## src/rtl/copy_scheduler_pkg.sv

```systemverilog
`default_nettype none
// ============================================================================
// Module  : copy_sched_pkg
// Brief   : Shared types for the copy scheduler: state encoding, job record,
//           default field widths and timeout.
// Revision: 1.0
// ============================================================================
package copy_sched_pkg;

    localparam int c_ADDR_W          = 8;
    localparam int c_TAG_W           = 2;
    localparam int c_TIMEOUT_DEFAULT = 1024;

    localparam logic [2:0] c_S_IDLE   = 3'd0;
    localparam logic [2:0] c_S_LAUNCH = 3'd1;
    localparam logic [2:0] c_S_WAIT   = 3'd2;
    localparam logic [2:0] c_S_RETIRE = 3'd3;
    localparam logic [2:0] c_S_FAULT  = 3'd4;

    typedef enum logic [2:0] {
        IDLE   = c_S_IDLE,
        LAUNCH = c_S_LAUNCH,
        WAIT   = c_S_WAIT,
        RETIRE = c_S_RETIRE,
        FAULT  = c_S_FAULT
    } sched_state_t;

    typedef struct packed {
        logic [c_ADDR_W-1:0] src;
        logic [c_ADDR_W-1:0] dst;
        logic [c_ADDR_W-1:0] size;
        logic [c_TAG_W-1:0]  tag;
    } job_t;

endpackage
`default_nettype wire

```

## src/rtl/copy_scheduler_if.sv

```systemverilog
`default_nettype none
// ============================================================================
// Module  : copy_sched_if
// Brief   : Requester, copier and completion signals of the copy scheduler.
//           master = requester/copier side, slave = scheduler side.
// Revision: 1.0
// ============================================================================
interface copy_sched_if #(
    parameter int DEPTH  = 4,
    parameter int ADDR_W = 8,
    parameter int TAG_W  = 2
);
    logic                   req_valid;
    logic                   req_ready;
    logic [ADDR_W-1:0]      req_src;
    logic [ADDR_W-1:0]      req_dst;
    logic [ADDR_W-1:0]      req_size;
    logic [TAG_W-1:0]       req_tag;
    logic                   cp_start;
    logic [ADDR_W-1:0]      cp_src;
    logic [ADDR_W-1:0]      cp_dst;
    logic [ADDR_W-1:0]      cp_size;
    logic                   cp_finished;
    logic                   done_valid;
    logic [TAG_W-1:0]       done_tag;
    logic                   done_err;
    logic                   busy;
    logic [$clog2(DEPTH):0] queue_count;

    modport master (
        output req_valid, req_src, req_dst, req_size, req_tag, cp_finished,
        input  req_ready, cp_start, cp_src, cp_dst, cp_size,
        input  done_valid, done_tag, done_err, busy, queue_count
    );

    modport slave (
        input  req_valid, req_src, req_dst, req_size, req_tag, cp_finished,
        output req_ready, cp_start, cp_src, cp_dst, cp_size,
        output done_valid, done_tag, done_err, busy, queue_count
    );
endinterface
`default_nettype wire

```

## src/rtl/copy_job_fifo.sv

```systemverilog
`default_nettype none
// ============================================================================
// Module  : copy_job_fifo
// Brief   : Synchronous descriptor FIFO of job_t; pointers carry an extra
//           wrap bit so full and empty are distinguishable.
// Revision: 1.0
// ============================================================================
module copy_job_fifo
    import copy_sched_pkg::*;
#(
    parameter int DEPTH = 4
) (
    input  wire logic                   CLK,
    input  wire logic                   RST,
    input  wire logic                   i_push,
    input  wire logic                   i_pop,
    input  wire job_t                   i_wr_data,
    output job_t                        o_rd_data,
    output logic                        o_full,
    output logic                        o_empty,
    output logic [$clog2(DEPTH):0]      o_count
);
    localparam int c_PTR_W = $clog2(DEPTH);

    job_t               r_mem [DEPTH];
    logic [c_PTR_W:0]   r_wr_ptr;
    logic [c_PTR_W:0]   r_rd_ptr;
    logic               w_do_push;
    logic               w_do_pop;

    assign w_do_push = i_push && !o_full;
    assign w_do_pop  = i_pop && !o_empty;

    always_ff @(posedge CLK) begin
        if (RST) begin
            r_wr_ptr <= '0;
            r_rd_ptr <= '0;
        end else begin
            if (w_do_push) r_wr_ptr <= r_wr_ptr + (c_PTR_W+1)'(1);
            if (w_do_pop)  r_rd_ptr <= r_rd_ptr + (c_PTR_W+1)'(1);
        end
    end

    always_ff @(posedge CLK) begin
        if (w_do_push) r_mem[r_wr_ptr[c_PTR_W-1:0]] <= i_wr_data;
    end

    assign o_rd_data = r_mem[r_rd_ptr[c_PTR_W-1:0]];
    assign o_count   = r_wr_ptr - r_rd_ptr;
    assign o_full    = (o_count == (c_PTR_W+1)'(DEPTH));
    assign o_empty   = (o_count == '0);

endmodule
`default_nettype wire

```

## src/rtl/copy_scheduler.sv

```systemverilog
`default_nettype none
// ============================================================================
// Module  : copy_scheduler
// Brief   : Queues copy jobs and issues them one at a time to a copier via a
//           start/finished handshake, reporting each completion by tag.
//           Optional WAIT watchdog: define COPY_SCHED_TIMEOUT_EN.
// Revision: 1.0
// ============================================================================
module copy_scheduler
    import copy_sched_pkg::*;
#(
    parameter int DEPTH   = 4,
    parameter int ADDR_W  = c_ADDR_W,
    parameter int TAG_W   = c_TAG_W,
    parameter int TIMEOUT = c_TIMEOUT_DEFAULT
) (
    input wire logic    CLK,
    input wire logic    RST,
    copy_sched_if.slave bus
);
    if (DEPTH < 2 || (DEPTH & (DEPTH - 1)) != 0 || TIMEOUT < 1) begin : g_param_check
        $error("copy_scheduler: DEPTH must be a power of two >= 2 and TIMEOUT >= 1");
    end

    sched_state_t           r_state;
    job_t                   w_push_job;
    job_t                   w_head;
    logic                   w_push;
    logic                   w_pop;
    logic                   w_full;
    logic                   w_empty;
    logic [$clog2(DEPTH):0] w_count;
    logic [ADDR_W-1:0]      r_cp_src;
    logic [ADDR_W-1:0]      r_cp_dst;
    logic [ADDR_W-1:0]      r_cp_size;
    logic [TAG_W-1:0]       r_tag;
    logic                   w_timeout;
    logic                   w_err_latched;

    // Acceptance looks only at registered occupancy, so a same-cycle pop
    // never frees room for a push.
    assign bus.req_ready = !w_full && (r_state != FAULT);
    assign w_push        = bus.req_valid && bus.req_ready;
    assign w_pop         = (r_state == IDLE) && !w_empty;
    assign w_push_job    = '{src: bus.req_src, dst: bus.req_dst,
                             size: bus.req_size, tag: bus.req_tag};

    copy_job_fifo #(
        .DEPTH (DEPTH)
    ) u_fifo (
        .CLK       (CLK),
        .RST       (RST),
        .i_push    (w_push),
        .i_pop     (w_pop),
        .i_wr_data (w_push_job),
        .o_rd_data (w_head),
        .o_full    (w_full),
        .o_empty   (w_empty),
        .o_count   (w_count)
    );

`ifdef COPY_SCHED_TIMEOUT_EN
    localparam int c_CNT_W = $clog2(TIMEOUT + 1);

    logic [c_CNT_W-1:0] r_wait_cnt;
    logic               r_err;

    always_ff @(posedge CLK) begin
        if (RST) begin
            r_wait_cnt <= '0;
            r_err      <= 1'b0;
        end else begin
            if (r_state == LAUNCH)    r_wait_cnt <= '0;
            else if (r_state == WAIT) r_wait_cnt <= r_wait_cnt + c_CNT_W'(1);
            if (w_timeout)            r_err      <= 1'b1;
        end
    end

    assign w_timeout     = (r_state == WAIT) && !bus.cp_finished &&
                           (r_wait_cnt == c_CNT_W'(TIMEOUT - 1));
    assign w_err_latched = r_err;
    assign bus.done_err  = (r_state == RETIRE) && r_err;
`else
    assign w_timeout     = 1'b0;
    assign w_err_latched = 1'b0;
    assign bus.done_err  = 1'b0;
`endif

    always_ff @(posedge CLK) begin
        if (RST) begin
            r_state   <= IDLE;
            r_cp_src  <= '0;
            r_cp_dst  <= '0;
            r_cp_size <= '0;
            r_tag     <= '0;
        end else begin
            case (r_state)
                IDLE: begin
                    if (!w_empty) begin
                        r_tag <= w_head.tag;
                        // Zero-length jobs retire without ever touching the copier.
                        if (w_head.size != '0) begin
                            r_cp_src  <= w_head.src;
                            r_cp_dst  <= w_head.dst;
                            r_cp_size <= w_head.size;
                            r_state   <= LAUNCH;
                        end else begin
                            r_state   <= RETIRE;
                        end
                    end
                end
                LAUNCH:  r_state <= WAIT;
                WAIT:    if (bus.cp_finished || w_timeout) r_state <= RETIRE;
                RETIRE:  r_state <= w_err_latched ? FAULT : IDLE;
                FAULT:   r_state <= FAULT;
                default: r_state <= IDLE;
            endcase
        end
    end

    assign bus.cp_start    = (r_state == LAUNCH);
    assign bus.cp_src      = r_cp_src;
    assign bus.cp_dst      = r_cp_dst;
    assign bus.cp_size     = r_cp_size;
    assign bus.done_valid  = (r_state == RETIRE);
    assign bus.done_tag    = r_tag;
    assign bus.busy        = (r_state != IDLE) || !w_empty;
    assign bus.queue_count = w_count;

endmodule
`default_nettype wire

```

## src/flat_wrapper.sv

```systemverilog
// flat-port wrapper written by rule: the top's interface ports become plain ports
module copy_scheduler_flat import copy_sched_pkg::*;
#(
    parameter int DEPTH   = 4,
    parameter int ADDR_W  = c_ADDR_W,
    parameter int TAG_W   = c_TAG_W,
    parameter int TIMEOUT = c_TIMEOUT_DEFAULT
)
  (CLK, RST, bus_req_valid, bus_req_src, bus_req_dst, bus_req_size, bus_req_tag, bus_cp_finished, bus_req_ready, bus_cp_start, bus_cp_src, bus_cp_dst, bus_cp_size, bus_done_valid, bus_done_tag, bus_done_err, bus_busy, bus_queue_count);
  copy_sched_if #(.DEPTH(DEPTH), .ADDR_W(ADDR_W), .TAG_W(TAG_W)) bus_i ();
  input wire logic CLK;
  input wire logic RST;
  input wire logic [$bits(bus_i.req_valid)-1:0] bus_req_valid;
  input wire logic [$bits(bus_i.req_src)-1:0] bus_req_src;
  input wire logic [$bits(bus_i.req_dst)-1:0] bus_req_dst;
  input wire logic [$bits(bus_i.req_size)-1:0] bus_req_size;
  input wire logic [$bits(bus_i.req_tag)-1:0] bus_req_tag;
  input wire logic [$bits(bus_i.cp_finished)-1:0] bus_cp_finished;
  output wire logic [$bits(bus_i.req_ready)-1:0] bus_req_ready;
  output wire logic [$bits(bus_i.cp_start)-1:0] bus_cp_start;
  output wire logic [$bits(bus_i.cp_src)-1:0] bus_cp_src;
  output wire logic [$bits(bus_i.cp_dst)-1:0] bus_cp_dst;
  output wire logic [$bits(bus_i.cp_size)-1:0] bus_cp_size;
  output wire logic [$bits(bus_i.done_valid)-1:0] bus_done_valid;
  output wire logic [$bits(bus_i.done_tag)-1:0] bus_done_tag;
  output wire logic [$bits(bus_i.done_err)-1:0] bus_done_err;
  output wire logic [$bits(bus_i.busy)-1:0] bus_busy;
  output wire logic [$bits(bus_i.queue_count)-1:0] bus_queue_count;
  assign bus_i.req_valid = bus_req_valid;
  assign bus_i.req_src = bus_req_src;
  assign bus_i.req_dst = bus_req_dst;
  assign bus_i.req_size = bus_req_size;
  assign bus_i.req_tag = bus_req_tag;
  assign bus_i.cp_finished = bus_cp_finished;
  assign bus_req_ready = bus_i.req_ready;
  assign bus_cp_start = bus_i.cp_start;
  assign bus_cp_src = bus_i.cp_src;
  assign bus_cp_dst = bus_i.cp_dst;
  assign bus_cp_size = bus_i.cp_size;
  assign bus_done_valid = bus_i.done_valid;
  assign bus_done_tag = bus_i.done_tag;
  assign bus_done_err = bus_i.done_err;
  assign bus_busy = bus_i.busy;
  assign bus_queue_count = bus_i.queue_count;
  copy_scheduler #(.DEPTH(DEPTH), .ADDR_W(ADDR_W), .TAG_W(TAG_W), .TIMEOUT(TIMEOUT)) u_core (.CLK(CLK), .RST(RST), .bus(bus_i));
endmodule
```

## config.mk

```make
export PLATFORM = sky130hd
export DESIGN_NAME = copy_scheduler_flat
export DESIGN_NICKNAME = d
export VERILOG_FILES = /design/src/rtl/copy_scheduler_pkg.sv /design/src/rtl/copy_scheduler_if.sv /design/src/rtl/copy_job_fifo.sv /design/src/rtl/copy_scheduler.sv /design/src/flat_wrapper.sv
export SDC_FILE = /design/constraint.sdc
export NUM_CORES = 1
export LEC_CHECK = 0
export ABC_CLOCK_PERIOD_IN_PS = 3600
export BUFFER_PORTS_ARGS = -buffer_cell sky130_fd_sc_hd__buf_2
export CAP_MARGIN = 0
export CORE_ASPECT_RATIO = 0.9
export CORE_MARGIN = 1.5
export CORE_UTILIZATION = 50
export CTS_CLUSTER_SIZE = 20
export DETAILED_ROUTE_END_ITERATION = 12
export GPL_TIMING_DRIVEN = 1
export PLACE_DENSITY = 0.7
export SYNTH_ARGS = -nofsm -noshare
export SYNTH_HDL_FRONTEND = slang
export SYNTH_SLANG_ARGS = --single-unit
```

## constraint.sdc

```tcl
create_clock -name CLK -period 3.6 [get_ports CLK]
set_input_delay 0.18 -clock CLK [delete_from_list [all_inputs] [get_ports CLK]]
set_output_delay 0.18 -clock CLK [all_outputs]
set_load 0.02 [all_outputs]
```

==> metrics <==
status=complete, no violations; EDFF count, synth=approximately 100; number of buffers created by CTS=17; ys async rst share=0; max-slew violation count=0; crit path DAT=about 3000 ps; CP Data Required Time=3940 ps; CTS max path bufs=2; Inst Count DP=499; CTS Sinks=between 100 and 150; crit share post-route=0.7274; Area growth, synth to finish=22.58%; clock network power share=0.279; post-route ant nets=0; Buf/Inv on CP=4; maximum VDD drop=approximately 0.45 mV; syn_area_per_cell=between 15 and 20 um2; total power=around 6 mW; Yosys top cell area share=0.5636; Syn Inst Count=312; post-CTS setup buffer count=0; Iter 0 DRT Violations=137; post-route setup slack=981.3 ps; yosys warns=0; WL/cell=17.56 um; Die Wd=about 110 um; layout cells sized above 1=0.3160; Starting Density=0.5126; slowest stage cell, crit path=fa_1; drt total wl=9781 um; PD cells=about 860 nW/um2; sequential area share after synthesis=0.6972; vias per inst=5.189; Worst R2R Start=u_core.u_fifo.r_wr_ptr[0]; Layout Nets=between 400 and 500; hold-critical path depth=3; largest net degree at the start of global routing=between 60 and 70; Unique masters post-synth=40; # rows=36; Flop pwr share=0.396; fmax=approximately 380 MHz; DR DRC count=0; vias in the first global route=between 2000 and 3000; Inserted Diodes=0; Setup violations, final=0; Placement Setup Slack=slightly above 1000 ps; Critical Path Start=u_core.u_fifo.r_wr_ptr[0]; DRT Pass-1 Iters=4; io pins=64; Max-cap violations=0; Multi-input gate area=approximately 1500 um2; RSZ-0062 raised after global routing=no; Layout Skew=4.849 ps; Clk pin slew, worst setup/hold paths=roughly 50 ps; Switching Power=roughly 1.9 mW; most frequent cells after synthesis=104 x edfxtp_1, 41 x nand2b_1, 37 x dfxtp_1; initial antenna violation count=0; die height=~100 um; CP startpoint kind=flip-flop; DIE AREA=roughly 12000 um2; CTS H-Tree Depth=4; CTS tree=done; fill count=approximately 800; Comb power frac=0.324; WP depth=10; later-pin clock latency in the skew report=410 ps; post-synth top area cell=edfxtp_1; synth top area cells=edfxtp_1 56%, dfxtp_1 13%, mux4_2 10%, nand2b_1 4.6%, mux2i_1 4.0%; critical path's top delay family=buffers and inverters; CP peak stage delay=390 ps; total grt overflow=0; Vias=just under 3000; root buf cell=clkbuf_16; ordered list of cells on the worst path=inv_1 -> ha_1 -> fa_1 -> xnor3_1 -> inv_1 -> o21ai_0 -> buf_4 -> a21o_1 -> buf_4 -> mux2i_1; core box area=~11000 um2; Pleak=around 2.6 nW; Critical Path Sink Type=flip-flop; Synth Cell Area=approximately 5500 um2; Post-Layout Cell Count=between 500 and 600; Setup Crit Path Kind=reg -> reg; Switching Share=0.3176; most numerous cell in the Yosys netlist=edfxtp_1; #FFs+latches synth=roughly 140; final hold vios=0; GP Congestion=around 0.73; class of the worst hold path=in -> reg; Worst slew margin=0.4331; port bufs=slightly above 60; cell internal pwr=roughly 4 mW; global-route wire length before repair=roughly 16000 um; Hold Worst Slack=~110 ps; setup_tns=0 ps; Worst-Margin Slew=about 850 ps; Reg2Reg Depth=10; Register Area=between 3000 and 4000 um2; Top FF cell, synth=edfxtp_1; beginning of the worst hold path=bus_cp_finished; post-DP HPWL=slightly below 6000 um; critical path fanouts, max=15; post-route minimum period=between 2000 and 3000 ps; syn nets=349; gr usage total=0.1850
-- layer usage --
layer  vias up  track usage  routed length [um]
met5         -            0                   0
met4         0      0.07500                 142
li1       1389            -                   -
met3        14      0.06408                 474
met2        65       0.2956                4829
met1      1422       0.2355                4334
-- stage by stage --
stage               utilization  area (um2)
finish                   0.6284        6793
global route             0.6284        6793
CTS                      0.6284        6793
detailed placement       0.5521        5968
global placement         0.5521        5968
floorplan                     -        5542
-- state kept, by name (all words and copies together), names as in the netlist, named ones only --
name,flops
u_core.bus.cp_size,8
u_core.u_fifo.r_rd_ptr,3
u_core.bus.done_tag,2
u_core.r_state,3
u_core.bus.cp_dst,8
u_core.u_fifo.r_mem,104
u_core.bus.cp_src,8
u_core.u_fifo.r_wr_ptr,3
-- area by class of cell --
type                       count  area share
sequential                   141      0.5690
inverter                       6    0.003316
timing repair buffer          96     0.09283
tap                          133     0.02450
multi-input combinational    149      0.2273
clock inverter                 9    0.009762
clock buffer                  23     0.07331
-- cell usage in the layout, fill, tap and decap left out, types with 2 or more instances in the layout --
cell type / n
and3_1: 3
buf_2: 62
buf_4: 8
clkbuf_16: 17
clkbuf_8: 5
clkinv_1: 3
clkinv_2: 5
dfxtp_1: 36
dlygate4sd3_1: 26
edfxtp_1: 104
ha_1: 6
inv_1: 6
mux2i_1: 22
mux4_2: 25
nand2_1: 2
nand2b_1: 41
nand3_1: 2
nor2_1: 9
nor4_4: 2
o211ai_1: 2
o21ai_0: 7
or3b_2: 7
xor2_1: 3
-- final timing paths --
path	endpoint	slack, ps
setup / recovery	u_core.bus.cp_dst[2]	980
hold / removal	u_core.r_state[0]	110
setup reg to reg	u_core.bus.cp_dst[2]	980
hold reg to reg	u_core.bus.cp_dst[4]	470
-- power by group through the flow --
stage	Clock (mW)	Sequential, mW	Combinational, mW
6_report	1.63	2.32	1.90
5_1_grt	1.73	2.36	2.06
3_3_place_gp	0	2.34	1.86
3_5_place_dp	0	2.36	1.90
2_1_floorplan	0	2.35	1.45
4_1_cts	1.67	2.33	1.93
-- cells by family after synthesis --
| group | Yosys count | synth area share |
|---|---|---|
| buffers and inverters | 22 | 0.02416 |
| other | 1 | 0.0006767 |
| XOR/XNOR | 5 | 0.01039 |
| AO/OA/AOI/OAI | 16 | 0.01919 |
| multiplexers | 48 | 0.1461 |
| flip-flops | 141 | 0.6972 |
| AND/OR/NAND/NOR | 72 | 0.08512 |
| adder cells (fa/ha/maj) | 7 | 0.01716 |
-- what timing repair did --
action / CTS / global route
hold buffers: 26 / 0
gates resized for setup: 0 / 0
endpoints found under the hold margin: 104 / 0
-- worst min-delay path, cell delays in order --
cell     delay, ps
buf_2           90
mux2i_1        140
nor4_1          60
(Power assumes the default switching activity.)
